$ cat config.mk
export PLATFORM = sky130hd
export DESIGN_NAME = fifo_vc_flat
export DESIGN_NICKNAME = d
export VERILOG_FILES = /design/src/rtl/fifo_pkg.sv /design/src/rtl/fifo_vc_if.sv /design/src/rtl/fifo_mem.sv /design/src/rtl/fifo_vc.sv /design/src/flat_wrapper.sv
export SDC_FILE = /design/constraint.sdc
export NUM_CORES = 1
export LEC_CHECK = 0
export ABC_CLOCK_PERIOD_IN_PS = 3200
export BUFFER_PORTS_ARGS = -buffer_cell sky130_fd_sc_hd__buf_2
export CAP_MARGIN = 30
export CELL_PAD_IN_SITES_DETAIL_PLACEMENT = 1
export CELL_PAD_IN_SITES_GLOBAL_PLACEMENT = 2
export CORE_ASPECT_RATIO = 1.2
export CORE_UTILIZATION = 29
export CTS_CLUSTER_SIZE = 28
export DETAILED_ROUTE_END_ITERATION = 8
export PLACE_DENSITY_LB_ADDON = 0.1
export SLEW_MARGIN = 5
export SYNTH_ARGS = -nofsm -noshare
export SYNTH_HDL_FRONTEND = slang
export SYNTH_SLANG_ARGS = --single-unit
$ cat constraint.sdc
create_clock -name clk -period 3.2 [get_ports clk]
set_clock_uncertainty 0.15 [all_clocks]
set_input_delay 0.16 -clock clk [delete_from_list [all_inputs] [get_ports clk]]
set_output_delay 0.16 -clock clk [all_outputs]
set_load 0.02 [all_outputs]
$ cat src/rtl/fifo_pkg.sv
// Shared constants, types and helpers for the virtual-channel TLP FIFOs.
package fifo_pkg;

   localparam int unsigned DATA_WIDTH   = 6;
   localparam int unsigned ADDR_WIDTH   = 3;
   localparam int unsigned DEPTH        = 1 << ADDR_WIDTH;
   localparam int unsigned THR_HIGH_DEF = 6;
   localparam int unsigned THR_LOW_DEF  = 2;
   localparam int unsigned NUM_VC       = 4;

   typedef logic [DATA_WIDTH-1:0] data_t;
   typedef logic [ADDR_WIDTH-1:0] ptr_t;
   // One extra bit so occupancy can express DEPTH itself.
   typedef logic [ADDR_WIDTH:0]   cnt_t;

   localparam cnt_t DEPTH_CNT    = cnt_t'(DEPTH);
   localparam cnt_t THR_HIGH_RST = cnt_t'(THR_HIGH_DEF);
   localparam cnt_t THR_LOW_RST  = cnt_t'(THR_LOW_DEF);

   // A watermark pair is usable only if pause and continue can never both assert.
   function automatic logic thr_cfg_ok(cnt_t high, cnt_t low);
      return (low < high) && (high <= DEPTH_CNT);
   endfunction

endpackage

$ cat src/rtl/fifo_vc_if.sv
// Handshake/status bundle between one VC FIFO and its producer/consumer.
interface fifo_vc_if;
   import fifo_pkg::*;

   logic  init;
   cnt_t  thr_high;
   cnt_t  thr_low;
   logic  push;
   data_t data_in;
   logic  pop;
   data_t data_out;
   logic  valid_out;
   cnt_t  count;
   logic  FIFOempty;
   logic  FIFOfull;
   logic  FIFOpause;
   logic  FIFOcontinue;
   logic  FIFOerror;

   modport master (
      output init, thr_high, thr_low, push, data_in, pop,
      input  data_out, valid_out, count,
      input  FIFOempty, FIFOfull, FIFOpause, FIFOcontinue, FIFOerror
   );

   modport slave (
      input  init, thr_high, thr_low, push, data_in, pop,
      output data_out, valid_out, count,
      output FIFOempty, FIFOfull, FIFOpause, FIFOcontinue, FIFOerror
   );

endinterface

$ cat src/rtl/fifo_mem.sv
// Simple dual-port register array with synchronous write and registered read.
module fifo_mem
   import fifo_pkg::*;
(
   input  logic  clk,
   input  logic  reset,
   input  logic  we,
   input  ptr_t  waddr,
   input  data_t wdata,
   input  logic  re,
   input  ptr_t  raddr,
   output data_t rdata
);

   data_t mem_q [DEPTH];
   data_t rdata_d, rdata_q;

   // Read port holds its last value when no read is requested.
   always_comb begin
      rdata_d = rdata_q;
      if (re) begin
         rdata_d = mem_q[raddr];
      end
   end

   // Storage array; contents are not reset.
   always_ff @(posedge clk) begin
      if (we) begin
         mem_q[waddr] <= wdata;
      end
   end

   // Read data register; a same-edge write to raddr returns the old word.
   always_ff @(posedge clk) begin
      if (reset) begin
         rdata_q <= '0;
      end else begin
         rdata_q <= rdata_d;
      end
   end

   assign rdata = rdata_q;

endmodule

$ cat src/rtl/fifo_vc.sv
// Single-VC TLP FIFO: pointers, occupancy, watermark registers, sticky error, flags.
module fifo_vc
   import fifo_pkg::*;
(
   input  logic       clk,
   input  logic       reset,
   fifo_vc_if.slave   bus
);

   ptr_t wr_ptr_d, wr_ptr_q;
   ptr_t rd_ptr_d, rd_ptr_q;
   cnt_t count_d, count_q;
   cnt_t thr_high_d, thr_high_q;
   cnt_t thr_low_d, thr_low_q;
   logic err_d, err_q;
   logic valid_d, valid_q;
   logic push_ok, pop_ok;
   data_t rdata;

   // Accept decisions; a full FIFO still takes a push when a pop frees a slot this cycle.
   always_comb begin
      pop_ok  = !bus.init && bus.pop && (count_q != '0);
      push_ok = !bus.init && bus.push && ((count_q != DEPTH_CNT) || pop_ok);
   end

   // Next-state for pointers, occupancy, watermarks and the sticky error.
   always_comb begin
      wr_ptr_d   = wr_ptr_q;
      rd_ptr_d   = rd_ptr_q;
      count_d    = count_q;
      thr_high_d = thr_high_q;
      thr_low_d  = thr_low_q;
      err_d      = err_q;
      valid_d    = pop_ok;

      if (bus.init) begin
         if (thr_cfg_ok(bus.thr_high, bus.thr_low)) begin
            thr_high_d = bus.thr_high;
            thr_low_d  = bus.thr_low;
         end else begin
            err_d = 1'b1;
         end
      end else begin
         if (bus.push && !push_ok) begin
            err_d = 1'b1;
         end
         if (bus.pop && !pop_ok) begin
            err_d = 1'b1;
         end
         if (push_ok) begin
            wr_ptr_d = wr_ptr_q + ptr_t'(1);
         end
         if (pop_ok) begin
            rd_ptr_d = rd_ptr_q + ptr_t'(1);
         end
         unique case ({push_ok, pop_ok})
            2'b10:   count_d = count_q + cnt_t'(1);
            2'b01:   count_d = count_q - cnt_t'(1);
            default: count_d = count_q;
         endcase
      end
   end

   // State registers; reset wins over init, push and pop.
   always_ff @(posedge clk) begin
      if (reset) begin
         wr_ptr_q   <= '0;
         rd_ptr_q   <= '0;
         count_q    <= '0;
         thr_high_q <= THR_HIGH_RST;
         thr_low_q  <= THR_LOW_RST;
         err_q      <= 1'b0;
         valid_q    <= 1'b0;
      end else begin
         wr_ptr_q   <= wr_ptr_d;
         rd_ptr_q   <= rd_ptr_d;
         count_q    <= count_d;
         thr_high_q <= thr_high_d;
         thr_low_q  <= thr_low_d;
         err_q      <= err_d;
         valid_q    <= valid_d;
      end
   end

   fifo_mem u_mem (
      .clk   (clk),
      .reset (reset),
      .we    (push_ok && !reset),
      .waddr (wr_ptr_q),
      .wdata (bus.data_in),
      .re    (pop_ok && !reset),
      .raddr (rd_ptr_q),
      .rdata (rdata)
   );

   // Flags follow the registered count, so they move the cycle after the causing edge.
   assign bus.data_out     = rdata;
   assign bus.valid_out    = valid_q;
   assign bus.count        = count_q;
   assign bus.FIFOempty    = (count_q == '0);
   assign bus.FIFOfull     = (count_q == DEPTH_CNT);
   assign bus.FIFOpause    = (count_q >= thr_high_q);
   assign bus.FIFOcontinue = (count_q <= thr_low_q);
   assign bus.FIFOerror    = err_q;

endmodule
$ cat src/flat_wrapper.sv
// flat-port wrapper written by rule: the top's interface ports become plain ports
module fifo_vc_flat import fifo_pkg::*;
  (clk, reset, bus_init, bus_thr_high, bus_thr_low, bus_push, bus_data_in, bus_pop, bus_data_out, bus_valid_out, bus_count, bus_FIFOempty, bus_FIFOfull, bus_FIFOpause, bus_FIFOcontinue, bus_FIFOerror);
  fifo_vc_if bus_i ();
  input  logic clk;
  input  logic reset;
  input wire logic [$bits(bus_i.init)-1:0] bus_init;
  input wire logic [$bits(bus_i.thr_high)-1:0] bus_thr_high;
  input wire logic [$bits(bus_i.thr_low)-1:0] bus_thr_low;
  input wire logic [$bits(bus_i.push)-1:0] bus_push;
  input wire logic [$bits(bus_i.data_in)-1:0] bus_data_in;
  input wire logic [$bits(bus_i.pop)-1:0] bus_pop;
  output wire logic [$bits(bus_i.data_out)-1:0] bus_data_out;
  output wire logic [$bits(bus_i.valid_out)-1:0] bus_valid_out;
  output wire logic [$bits(bus_i.count)-1:0] bus_count;
  output wire logic [$bits(bus_i.FIFOempty)-1:0] bus_FIFOempty;
  output wire logic [$bits(bus_i.FIFOfull)-1:0] bus_FIFOfull;
  output wire logic [$bits(bus_i.FIFOpause)-1:0] bus_FIFOpause;
  output wire logic [$bits(bus_i.FIFOcontinue)-1:0] bus_FIFOcontinue;
  output wire logic [$bits(bus_i.FIFOerror)-1:0] bus_FIFOerror;
  assign bus_i.init = bus_init;
  assign bus_i.thr_high = bus_thr_high;
  assign bus_i.thr_low = bus_thr_low;
  assign bus_i.push = bus_push;
  assign bus_i.data_in = bus_data_in;
  assign bus_i.pop = bus_pop;
  assign bus_data_out = bus_i.data_out;
  assign bus_valid_out = bus_i.valid_out;
  assign bus_count = bus_i.count;
  assign bus_FIFOempty = bus_i.FIFOempty;
  assign bus_FIFOfull = bus_i.FIFOfull;
  assign bus_FIFOpause = bus_i.FIFOpause;
  assign bus_FIFOcontinue = bus_i.FIFOcontinue;
  assign bus_FIFOerror = bus_i.FIFOerror;
  fifo_vc u_core (.clk(clk), .reset(reset), .bus(bus_i));
endmodule
# Yosys cells after proc, flatten, opt, wreduce, memory -nomap -nowiden
# Memory sizes are Yosys's and may differ from the RTL's. A register that Yosys moved wholly into a read port is not among the register bits.
# Cells that the tools add are included.
[totals]
word_cells = 52
register_bits = 20
input_bits = 19
mem_count = 1
ramBits = 48
[memory_table]
columns = ["memory", "words", "width", "rd", "rd_ports_with_merged_regs", "write_ports", "line_no", "text"]
rows = [
  ["u_core.u_mem.mem_q", 8, 6, 1, 1, 1, "fifo_mem.sv:15", "data_t mem_q [DEPTH];"],
]
[classes]
reduce_logical = 23
n_lt_le_gt_ge = 4
mux = 7
addsub = 4
bitwise = 1
n_eq_ne = 5
[ops]
columns = ["op", "count"]
rows = [
  ["AND reduction 2 bit", 5],
  ["logical AND 1 bit", 9],
  ["one-hot mux 4 bit (2 select lines)", 1],
  ["adder 3 x 1 -> 3 bit (second input constant)", 2],
  ["two-way mux 1 bit", 6],
  ["adder 4 x 1 -> 4 bit (second input constant)", 1],
  ["== test 4 bit (second input constant)", 1],
  ["greater-or-equal comparator 4 bit", 1],
  ["less-or-equal comparator 4 bit", 1],
  ["less-or-equal comparator 4 bit (second input constant)", 1],
  ["zero test 1 bit", 4],
  ["zero test 4 bit", 1],
  ["< comparator 4 bit", 1],
  ["!= test 4 bit (second input constant)", 1],
  ["nonzero test 4 bit", 1],
  ["subtractor 4 x 1 -> 4 bit (second input constant)", 1],
  ["nonzero test 3 bit", 1],
  ["== test 2 x 1 -> 1 bit (second input constant)", 1],
  ["== test 2 bit (second input constant)", 1],
  ["!= test 2 bit (second input constant)", 1],
  ["nonzero test 2 bit", 1],
  ["logical OR 1 bit", 1],
  ["inverter 1 bit", 1],
]

# Logic depth before layout (Yosys ltp)
# Gate-level depths: netlist of run 1.
[logic_depth]
ltp_word = 10
ltp_mapped = 9
mapped_depth_nobuf = 9

# Cells and area by module
# A second synthesis of run 1 with hierarchy kept.
[unflattened]
hier_cells = 257
area_unflattened_um2 = 3326.9
[by_module_without_submodules]
columns = ["mod", "instances", "area_each_um2", "cells_per_inst"]
rows = [
  ["fifo_mem", 1, 2115.8, 123],
  ["fifo_vc", 1, 1211.2, 134],
]

# Least setup slack after synthesis of run 1
# Ideal clock, no wire load.
[synth_timing]
path_type = "reg2reg"
from = "register u_core.count_q[1], in the netlist u_core.bus.count[1]"
to = "register u_core.count_q[3], in the netlist u_core.bus.count[3]"
slack_ns = 0.557
path_stages_with_launch = 10
arrival_time_ns = 2.422
period_less_slack_ns = 2.643
path_cell_list = "dfxtp_1 nor4_4 or4_1 inv_1 ha_1 a21o_1 a21oi_1 xnor2_1 or3b_1 a21oi_1"
[synth_via]
elab_chain_cells = 7
elab_cells_between_ends = 12
classes_between = "2 x add/sub; 3 x eq/ne; 1 x mux; 6 x reduce/logical"
[synth_rtl]
columns = ["item", "line_no", "text"]
rows = [
  ["from (decl)", "fifo_vc.sv:12", "cnt_t count_d, count_q;"],
  ["from (signal assigned)", "fifo_vc.sv:77", "count_q <= count_d;"],
  ["nonzero test 4 bit", "fifo_vc.sv:22", "pop_ok = !bus.init && bus.pop && (count_q != '0);"],
  ["logical AND 1 bit", "fifo_vc.sv:22", ""],
  ["logical OR 1 bit", "fifo_vc.sv:23", "push_ok = !bus.init && bus.push && ((count_q != DEPTH_CNT) || pop_ok);"],
  ["logical AND 1 bit", "fifo_vc.sv:23", ""],
  ["== test 2 bit or == test 2 x 1 -> 1 bit (tied branches)", "fifo_vc.sv:56", "unique case ({push_ok, pop_ok})"],
  ["nonzero test 2 bit (no source line)", "-", ""],
  ["AND reduction 2 bit (no source line)", "-", ""],
]
# Parallel ways exist; a longest one is shown, timed or not.
# A chain may end at the register's enable or synchronous reset.

# Final worst setup path of run 1
[layout_timing]
from = "register u_core.count_q[2], in the netlist u_core.bus.count[2]"
to = "register u_core.count_q[3], in the netlist u_core.bus.count[3]"
# The elaborated chain is that of the path after synthesis.

==> reports/qor.yml, run 1 <==
numPortBuffers: 34
worstSetupStartpointType: "flip-flop"
dp_hpwl_um: 5390
drc: 0
place.gp.congestion: 0.719
status: "finished clean"
start_util_pct: 30.4
cts_max_level: 3
post_cts_buffers: 0
setup.worst_path.end_class: "flip-flop"
ant_nets: 0
final_cell_mix: "edfxtp_1 (48), buf_2 (34), dfxtp_1 (26)"
drt-initial-drc-count: 107
yosysSeqAreaShare_pct: 60.6
crit_required_ns: 3.31
arrival_ns: 2.80
fmaxAchievable_mhz: 371
fin_crit_sh_pct: 84.2
slew_violations: 0
grt_pass1_vias: 2236
leakage_nw: 1.59
slew_headroom_pct: 49.9
layout_commonest_cell: "edfxtp_1"
die_h_um: 118
grt_use_total_pct: 14.1
antenna_found_initial: 0
gr-total-overflow: 0
pre_cts_ws_ns: 0.511
total_power_mw: 2.29
coreArea_mm2: 0.0107
setup_ws_ns: 0.505
numCtsBuffers: 9
worst-slew-pin-transition_ns: 0.750
cts_resized: 0
yosys.area.top_type: "edfxtp_1"
setup_viol: 0
fin_nets: 333
yosys.cell_types.count: 40
area_delta_synth_final_pct: 25.5
cts.clk_slew.worst_paths_ns: 0.06
finalHoldViolCount: 0
synth.top_cell.area_share_pct: 44.5
clk_latency_ns: 0.33
n_antenna_cell: 0
ir_worst_vdd_v: 0.000316
setup_tns_ns: 0
min_path_type: "in2reg"
rsz0062_at_grt: "no"
drive_gt1_share_pct: 26.4
drt_wl_total_um: 7470
whs_path_depth: 3
num_rows: 41
postSynthCellCount: 235
r2r_cells: 9
yosysWarnings: 0
critPathKind: "reg2reg"
worstPathMaxFanout: 8
synthTopCellsByArea: "edfxtp_1 (44%), dfxtp_1 (16%), mux4_2 (8.3%), ha_1 (5.8%), mux2i_1 (4.6%)"
cts_root_buffer: "clkbuf_16"
p_per_area_mw_per_mm2: 563
postSynthAreaPerCell_um2: 13.8
drt-wirelength-per-cell_um: 17.3
die_width_um: 98.5
tritoncts: "done"
synth_seq_cells: 74
min_period_ns: 2.69
clock_path_buffers: 2
io_pins: 35
fillCellCount: 1131
synth_fp_nets: 270
cts_sinks: 74
grt_pass1_wl_um: 12000
vias: 2059
grt_max_degree: 21
viasPerCell: 4.77
drtPass1Iterations: 6
die_area_mm2: 0.0116
max_cap_violations: 0
syn_area_mm2: 0.00324
[synth_stat cells]
cell type  instances
edfxtp_1          48
dfxtp_1           26
nor2_1            20
ha_1              15
inv_1             15
mux2i_1           15
a21oi_1           14
mux4_2            12
nand2_1           10
nand2b_1           6
clkbuf_1           5
o21ai_0            5
o21ai_1            5
xnor2_1            4
nor3_1             3
a211oi_1           2
a21o_1             2
buf_2              2
nor2b_1            2
nor4_1             2
o211ai_1           2
xor2_1             2
a31o_1             1
a41o_1             1
buf_1              1
fa_1               1
inv_2              1
nand3_1            1
nand3b_1           1
nor3_2             1
nor3_4             1
nor3b_2            1
nor4_4             1
o2111ai_1          1
o31ai_1            1
o41ai_1            1
or3_1              1
or3b_1             1
or4_1              1
or4b_1             1
[state kept, by name (all words and copies together), names as in the netlist]
name,count
u_core.thr_high_q,4
u_core.thr_low_q,4
u_core.bus.FIFOerror,1
u_core.bus.valid_out,1
u_core.rd_ptr_q,3
u_core.u_mem.mem_q,48
u_core.bus.count,4
u_core.wr_ptr_q,3
u_core.u_mem.rdata,6
[cell type report]
cell class	count	area [µm²]	area share, %
clock buffers	10	229	5.63
repair buffers	60	398	9.78
well taps	129	161	3.97
clock inverters	6	66.3	1.63
multi-input cells	137	1190	29.3
inverters	16	60.1	1.48
flip-flops and latches	74	1960	48.2
[final timing paths]
kind                         from              endpoint  slack (ns)
max           u_core.bus.count[2]   u_core.bus.count[3]        0.51
min               bus_thr_high[1]  u_core.thr_high_q[1]        0.03
max reg2reg   u_core.bus.count[2]   u_core.bus.count[3]        0.51
min reg2reg  u_core.bus.FIFOerror  u_core.bus.FIFOerror        0.32
[per-stage QoR]
stage / hold WS (ns) / std cells / utilization [%] / area [µm²]
floorplan: 0.109 / 235 / - / 3240
global placement: 0.253 / 403 / 34.1 / 3640
detailed placement: 0.261 / 403 / 34.1 / 3640
CTS: 0.0218 / 432 / 38.1 / 4070
global route: 0.0380 / 432 / 38.1 / 4070
finish: 0.0261 / 432 / 38.1 / 4070
[kinds of logic (layout without fill, tap and decap cells)]
group | Yosys count | in the layout | share of synthesized area, %
and+or+nand+nor | 53 | 53 | 9.12
xor gates and xnor gates | 6 | 6 | 1.62
DFF | 74 | 74 | 60.6
buffers and inverters | 24 | 92 | 2.86
AOI/OAI and AO/OA | 35 | 35 | 6.45
muxes | 27 | 27 | 13.0
adders and majority gates | 16 | 16 | 6.41
[where the power goes]
group          internal [mW]  switching [mW]  total, mW
Sequential              1.04          0.0210       1.06
Combinational          0.107           0.131      0.238
Clock                  0.605           0.388      0.993
Total                   1.75           0.540       2.29
[metal layers]
metal	vias up	share of wire, %	routed length [µm]	global-route usage, %
li1	1003	-	-	-
met1	1010	43	3240	16.5
met5	-	0	0	0
met3	9	3.3	248	3.33
met4	0	2.3	170	5.97
met2	37	51	3810	24.7
[timing repair]
action,4_1_cts,5_1_grt
setup endpoints to repair,0,0
hold endpoints to repair,55,0
hold buffers,13,0
[critical path, stage by stage, from the launching register on]
cell     delay [ns]
dfxtp_1        0.54
nor4_4         0.11
or4_1          0.50
inv_1          0.12
ha_1           0.23
a21o_1         0.18
a21oi_1        0.18
xnor2_1        0.10
or3b_1         0.37
a21oi_1        0.15
No activity file was read; power rests on OpenSTA's default activity.
==> inputs of run 2 (changes only) <==
--- a/config.mk
+++ b/config.mk
@@ -5,7 +5,7 @@
 export SDC_FILE = /design/constraint.sdc
 export NUM_CORES = 1
 export LEC_CHECK = 0
-export ABC_CLOCK_PERIOD_IN_PS = 3200
+export ABC_CLOCK_PERIOD_IN_PS = 2400
 export BUFFER_PORTS_ARGS = -buffer_cell sky130_fd_sc_hd__buf_2
 export CAP_MARGIN = 30
 export CELL_PAD_IN_SITES_DETAIL_PLACEMENT = 1
==> constraint.sdc (replaced) <==
create_clock -name clk -period 2.4 [get_ports clk]
set_clock_uncertainty 0.15 [all_clocks]
set_input_delay 0.12 -clock clk [delete_from_list [all_inputs] [get_ports clk]]
set_output_delay 0.12 -clock clk [all_outputs]
set_load 0.02 [all_outputs]
==> reports/qor.yml, run 2 (synthesized netlist as in run 1, its figures left out) <==
status: "finished clean"
cts_root_buffer: "clkbuf_16"
setup_viol: 0  # unchanged
ant_nets: 0  # unchanged
holdWs_ns: 0.0854  # +0.0593 ns
grt_use_total_pct: 14.9  # +0.78 points
cts.clk_slew.worst_paths_ns: 0.06  # about the same
drt-initial-drc-count: 112  # +4.7%
p_switching_mw: 0.760  # +41%
viasPerCell: 4.78  # +0.27%
numPortBuffers: 34  # unchanged
start_util_pct: 30.4  # unchanged
post_cts_buffers: 0  # unchanged
p_clk_share_pct: 43.7  # +0.4 points
cpPeakStageDelay_ns: 0.51  # -0.03 ns
regMostFlops: "u_core.u_mem.mem_q"
worstHoldEndpoint: "u_core.bus.valid_out"
worstPathMaxFanout: 4  # -4
drive_gt1_share_pct: 31.7  # +5.3 points
final_cell_mix: "edfxtp_1 (48), buf_2 (34), buf_4 (23)"
hold_start: "bus_pop"
clk_latency_ns: 0.33  # about the same
slew_violations: 0  # unchanged
slew_headroom_pct: 52.3  # +2.3 points
tritoncts: "done"
layout_commonest_cell: "edfxtp_1"
clock_path_buffers: 2  # unchanged
dp_hpwl_um: 5540  # +2.9%
drt-wirelength-per-cell_um: 17.6  # +1.6%
finalHoldViolCount: 0  # unchanged
setup.worst_path.end_class: "flip-flop"
die_area_mm2: 0.0116  # unchanged
ff2ff_setup_slack_ns: 0.05  # -0.45 ns
ir_worst_vdd_v: 0.000382  # +21%
antenna_found_initial: 0  # unchanged
fin_crit_sh_pct: 97.7  # +14 points
die_width_um: 98.5  # unchanged
max_cap_violations: 0  # unchanged
n_antenna_cell: 0  # unchanged
grt_pass1_wl_um: 12700  # +5.1%
worstPathCellList: "nor4_4, or4_4, inv_2, ha_4, a21o_1, a21oi_2, xnor2_1, or3b_1, a21oi_2"
arrival_ns: 2.46  # -0.34 ns
path_common_cell: "a21oi_2"
num_rows: 41  # unchanged
r2r_start: "u_core.bus.count[0]"
cp-startpoint: "u_core.bus.count[0]"
leakage_nw: 1.66  # +4.3%
pre_cts_ws_ns: 0.0434  # -0.467 ns
largest_reg_flops: 48  # unchanged
vias: 2122  # +3.1%
io_pins: 35  # unchanged
place.gp.congestion: 0.748  # +4.1%
critPathSlowestCell: "or4_4"
whs_path_depth: 4  # +1
area_delta_synth_final_pct: 30.2
cts_sinks: 74  # unchanged
intPower_mw: 2.36  # +35%
comb_power_share_pct: 11.3  # +0.9 points
worstSetupStartpointType: "flip-flop"
r2r_cells: 9  # unchanged
fin_nets: 345  # +3.6%
rsz0062_at_grt: "yes"
cts_max_level: 3  # unchanged
grt_pass1_vias: 2276  # +1.8%
crit_required_ns: 2.52  # -0.79 ns
die_h_um: 118  # unchanged
fmaxAchievable_mhz: 426  # +15%
setup_ws_ns: 0.0541  # -0.451 ns
p_per_area_mw_per_mm2: 740  # +31%
grt_max_degree: 16  # -24%
worst-slew-pin-transition_ns: 0.714  # -0.0367 ns
min_period_ns: 2.35  # -0.349 ns
fillCellCount: 1141  # +0.88%
power_frac_seq_pct: 45.0  # -1.3 points
drc: 0  # unchanged
coreArea_mm2: 0.0107  # unchanged
swShare_pct: 24.4  # +0.79 points
drt_wl_total_um: 7800  # +4.5%
critPathKind: "reg2reg"
drtPass1Iterations: 6  # unchanged
numCtsBuffers: 9  # unchanged
r2r_end: "u_core.bus.count[3]"
gr-total-overflow: 0  # unchanged
min_path_type: "in2reg"
-- run 2: cell types whose count changed in the layout (fill, tap and decap cells not counted), moves of 2 or more --
cell           delta
a21oi_1           -2
a21oi_2           +2
buf_4            +10
clkinv_4          +3
clkinvlp_4        -2
dfxtp_1           -4
dfxtp_4           +4
dlygate4sd3_1     +2
-- run 2: area by class of cell --
type	instances	area, µm²	share of cell area (%)
Clock inverter	7	78.8	1.87
Inverter	16	60.1	1.42
Tap cell	129	161	3.83
Multi-Input combinational cell	137	1220	29.0
Sequential cell	74	1980	46.9
Clock buffer	9	225	5.34
Timing Repair Buffer	72	493	11.7
-- run 2: how the worst max path moves through the flow --
stage	end	depth (start not counted)	slack, ns
finish	u_core.bus.count[3]	9	0.05
global route	u_core.bus.count[3]	9	-0.04
CTS	u_core.bus.count[3]	9	0.03
detailed placement	u_core.bus.count[3]	9	0.04
global placement	u_core.bus.count[3]	9	0.10
floorplan	u_core.bus.count[3]	9	0.02
-- run 2: worst max-delay path, delay by kind of cell (launching register included) --
family | cells | cell delay [ns]
AND/OR/NAND/NOR | 3 | 0.93
buffers and inverters | 1 | 0.10
flip-flops | 1 | 0.37
adder cells (fa/ha/maj) | 1 | 0.19
AO/OA/AOI/OAI | 3 | 0.41
XOR/XNOR | 1 | 0.11
-- run 2: what timing repair did --
item / CTS / global route
hold buffers: 15 / 0
endpoints found under the setup margin: 0 / 1
endpoints found under the hold margin: 59 / 0
gates resized for setup: 0 / 4
-- run 2: power groups by stage --
stage / combinational (mW) / clock (mW) / sequential, mW
after global routing: 0.396 / 1.44 / 1.41
after global placement: 0.336 / 0 / 1.43
after floorplan: 0.180 / 0 / 1.46
after detailed placement: 0.341 / 0 / 1.43
after CTS: 0.362 / 1.40 / 1.40
final: 0.353 / 1.36 / 1.40
-- run 2: through the flow --
stage               utilization, %  TNS [ns]  instance area (µm²)  std cells  power [mW]
detailed placement            35.1         0                 3750        413        1.77
global route                  39.5   -0.0415                 4220        444        3.25
global placement              35.1         0                 3750        413        1.77
finish                        39.5         0                 4220        444        3.12
floorplan                        -         0                 3270        235        1.64
CTS                           39.4         0                 4200        444        3.17
-- run 2: routing by layer --
layer / vias up / share of wire (%) / GRT usage, %
met5: - / 0 / 0
met4: 0 / 1.7 / 6.25
met3: 8 / 2.6 / 2.85
met2: 33 / 53 / 26.8
met1: 1058 / 42 / 17.2
li1: 1023 / - / -
==> inputs of run 3 (changes only) <==
--- a/config.mk
+++ b/config.mk
@@ -8,8 +8,8 @@
 export ABC_CLOCK_PERIOD_IN_PS = 2400
 export BUFFER_PORTS_ARGS = -buffer_cell sky130_fd_sc_hd__buf_2
 export CAP_MARGIN = 30
-export CELL_PAD_IN_SITES_DETAIL_PLACEMENT = 1
-export CELL_PAD_IN_SITES_GLOBAL_PLACEMENT = 2
+export CELL_PAD_IN_SITES_DETAIL_PLACEMENT = 0
+export CELL_PAD_IN_SITES_GLOBAL_PLACEMENT = 1
 export CORE_ASPECT_RATIO = 1.2
 export CORE_UTILIZATION = 29
 export CTS_CLUSTER_SIZE = 28
==> reports/qor.yml, run 3 (synthesized netlist as in run 1, its figures left out) <==
drt-wirelength-per-cell_um: 16.5  # -6.3%
tritoncts: "done"
finalNonFillerCells: 444  # unchanged
r2r_start: "u_core.bus.count[3]"
setup.worst_path.end_class: "flip-flop"
drt_wl_total_um: 7310  # -6.3%
cp-startpoint: "u_core.bus.count[3]"
largest_reg_flops: 48  # unchanged
cts_sinks: 74  # unchanged
leakage_nw: 1.65  # -0.66%
cts_root_buffer: "clkbuf_16"
drc: 0  # unchanged
io_pins: 35  # unchanged
gr-total-overflow: 0  # unchanged
cts_max_level: 3  # unchanged
die_h_um: 118  # unchanged
hold_start: "bus_pop"
worstSetupStartpointType: "flip-flop"
grt_pass1_wl_um: 11600  # -8.6%
cts.clk_slew.worst_paths_ns: 0.06  # about the same
die_area_mm2: 0.0116  # unchanged
numCtsBuffers: 9  # unchanged
finalCoreUtilization_pct: 39.4  # -0.12 points
setup_viol: 0  # unchanged
slew_headroom_pct: 48.4  # -3.9 points
drive_gt1_share_pct: 31.1  # -0.63 points
clock_path_buffers: 2  # unchanged
status: "finished clean"
dp_hpwl_um: 5110  # -7.7%
layout_commonest_cell: "edfxtp_1"
drtPass1Iterations: 6  # unchanged
vias: 2085  # -1.7%
antenna_found_initial: 0  # unchanged
fillCellCount: 1056  # -7.4%
place.gp.congestion: 0.697  # -6.9%
numPortBuffers: 34  # unchanged
dp.cells: 412  # -0.24%
max_cap_violations: 0  # unchanged
drt-initial-drc-count: 75  # -33%
p_per_area_mw_per_mm2: 730  # -1.2%
start_util_pct: 30.4  # unchanged
min_path_type: "in2reg"
grt_use_total_pct: 13.8  # -1.2 points
arrival_ns: 2.43  # -0.03 ns
area_delta_synth_final_pct: 29.8
worstPathMaxFanout: 5  # +1
fin_crit_sh_pct: 96.6  # -1.1 points
regMostFlops: "u_core.u_mem.mem_q"
final_cell_mix: "edfxtp_1 (48), buf_2 (34), buf_4 (22), dfxtp_1 (22), nor2_1 (20)"
min_period_ns: 2.32  # -0.0264 ns
clk_latency_ns: 0.33  # about the same
finalHoldViolCount: 0  # unchanged
critPathKind: "reg2reg"
rsz0062_at_grt: "yes"
slew_violations: 0  # unchanged
grt_pass1_vias: 2170  # -4.7%
viasPerCell: 4.70  # -1.7%
crit_required_ns: 2.51  # about the same
num_rows: 41  # unchanged
ir_worst_vdd_v: 0.000419  # +9.8%
grt_max_degree: 15  # -1
die_width_um: 98.5  # unchanged
coreArea_mm2: 0.0107  # unchanged
n_antenna_cell: 0  # unchanged
fmaxAchievable_mhz: 431  # +1.1%
fin_nets: 345  # unchanged
ant_nets: 0  # unchanged
worst-slew-pin-transition_ns: 0.771  # +0.0578 ns
==> run 3: power breakdown <==
| group | total, mW | internal [mW] | switching [mW] |
|---|---|---|---|
| Clock | 1.31 | 0.804 | 0.511 |
| Sequential | 1.41 | 1.39 | 0.0193 |
| Combinational | 0.351 | 0.164 | 0.188 |
==> run 3: path summary, 6_finish.rpt <==
kind | endpoint | slack [ns] | depth (start not counted)
worst max-delay path | u_core.bus.count[3] | 0.08 | 9
worst min-delay path | u_core.bus.valid_out | 0.11 | 4
worst max register to register | u_core.bus.count[3] | 0.08 | 9
worst min register to register | u_core.bus.FIFOerror | 0.33 | 2
==> run 3: layer usage <==
metal,wire length [µm],GRT usage (%)
met3,236,3.50
met5,0,0
met4,139,6.44
met2,3820,24.4
met1,3110,15.3
==> run 3: layout make-up <==
| class | instances | area (µm²) | area share (%) |
|---|---|---|---|
| tap | 129 | 161 | 3.84 |
| sequential | 74 | 1970 | 47.0 |
| multi-input combinational | 137 | 1220 | 29.0 |
| inverter | 16 | 62.6 | 1.49 |
| clock buffer | 11 | 233 | 5.54 |
| timing repair buffer | 72 | 497 | 11.8 |
| clock inverter | 5 | 55.1 | 1.31 |
==> run 3: repair_timing <==
action	CTS	global route
endpoints found under the setup margin	0	1
setup buffers	0	1
hold buffers	15	0
resized for setup	0	4
hold endpoints to repair	63	0
==> run 3: per-stage QoR <==
step	cell area, µm²	power, mW	hold slack [ns]	setup TNS (ns)	worst slack (ns)
after CTS	4180	3.12	0.0965	0	0.0678
after floorplan	3270	1.64	0.0689	0	0.0214
after global routing	4200	3.21	0.123	-0.0117	-0.0117
final	4200	3.07	0.105	0	0.0804
after detailed placement	3740	1.77	0.216	0	0.0815
after global placement	3730	1.77	0.216	0	0.0995
==> run 3: critical path: stages (launching register included) <==
cell	delay, ns
dfxtp_4	0.37
nor4_4	0.05
or4_4	0.52
inv_4	0.09
ha_4	0.19
a21o_1	0.16
a21oi_2	0.12
xnor2_1	0.11
or3b_1	0.37
a21oi_2	0.12
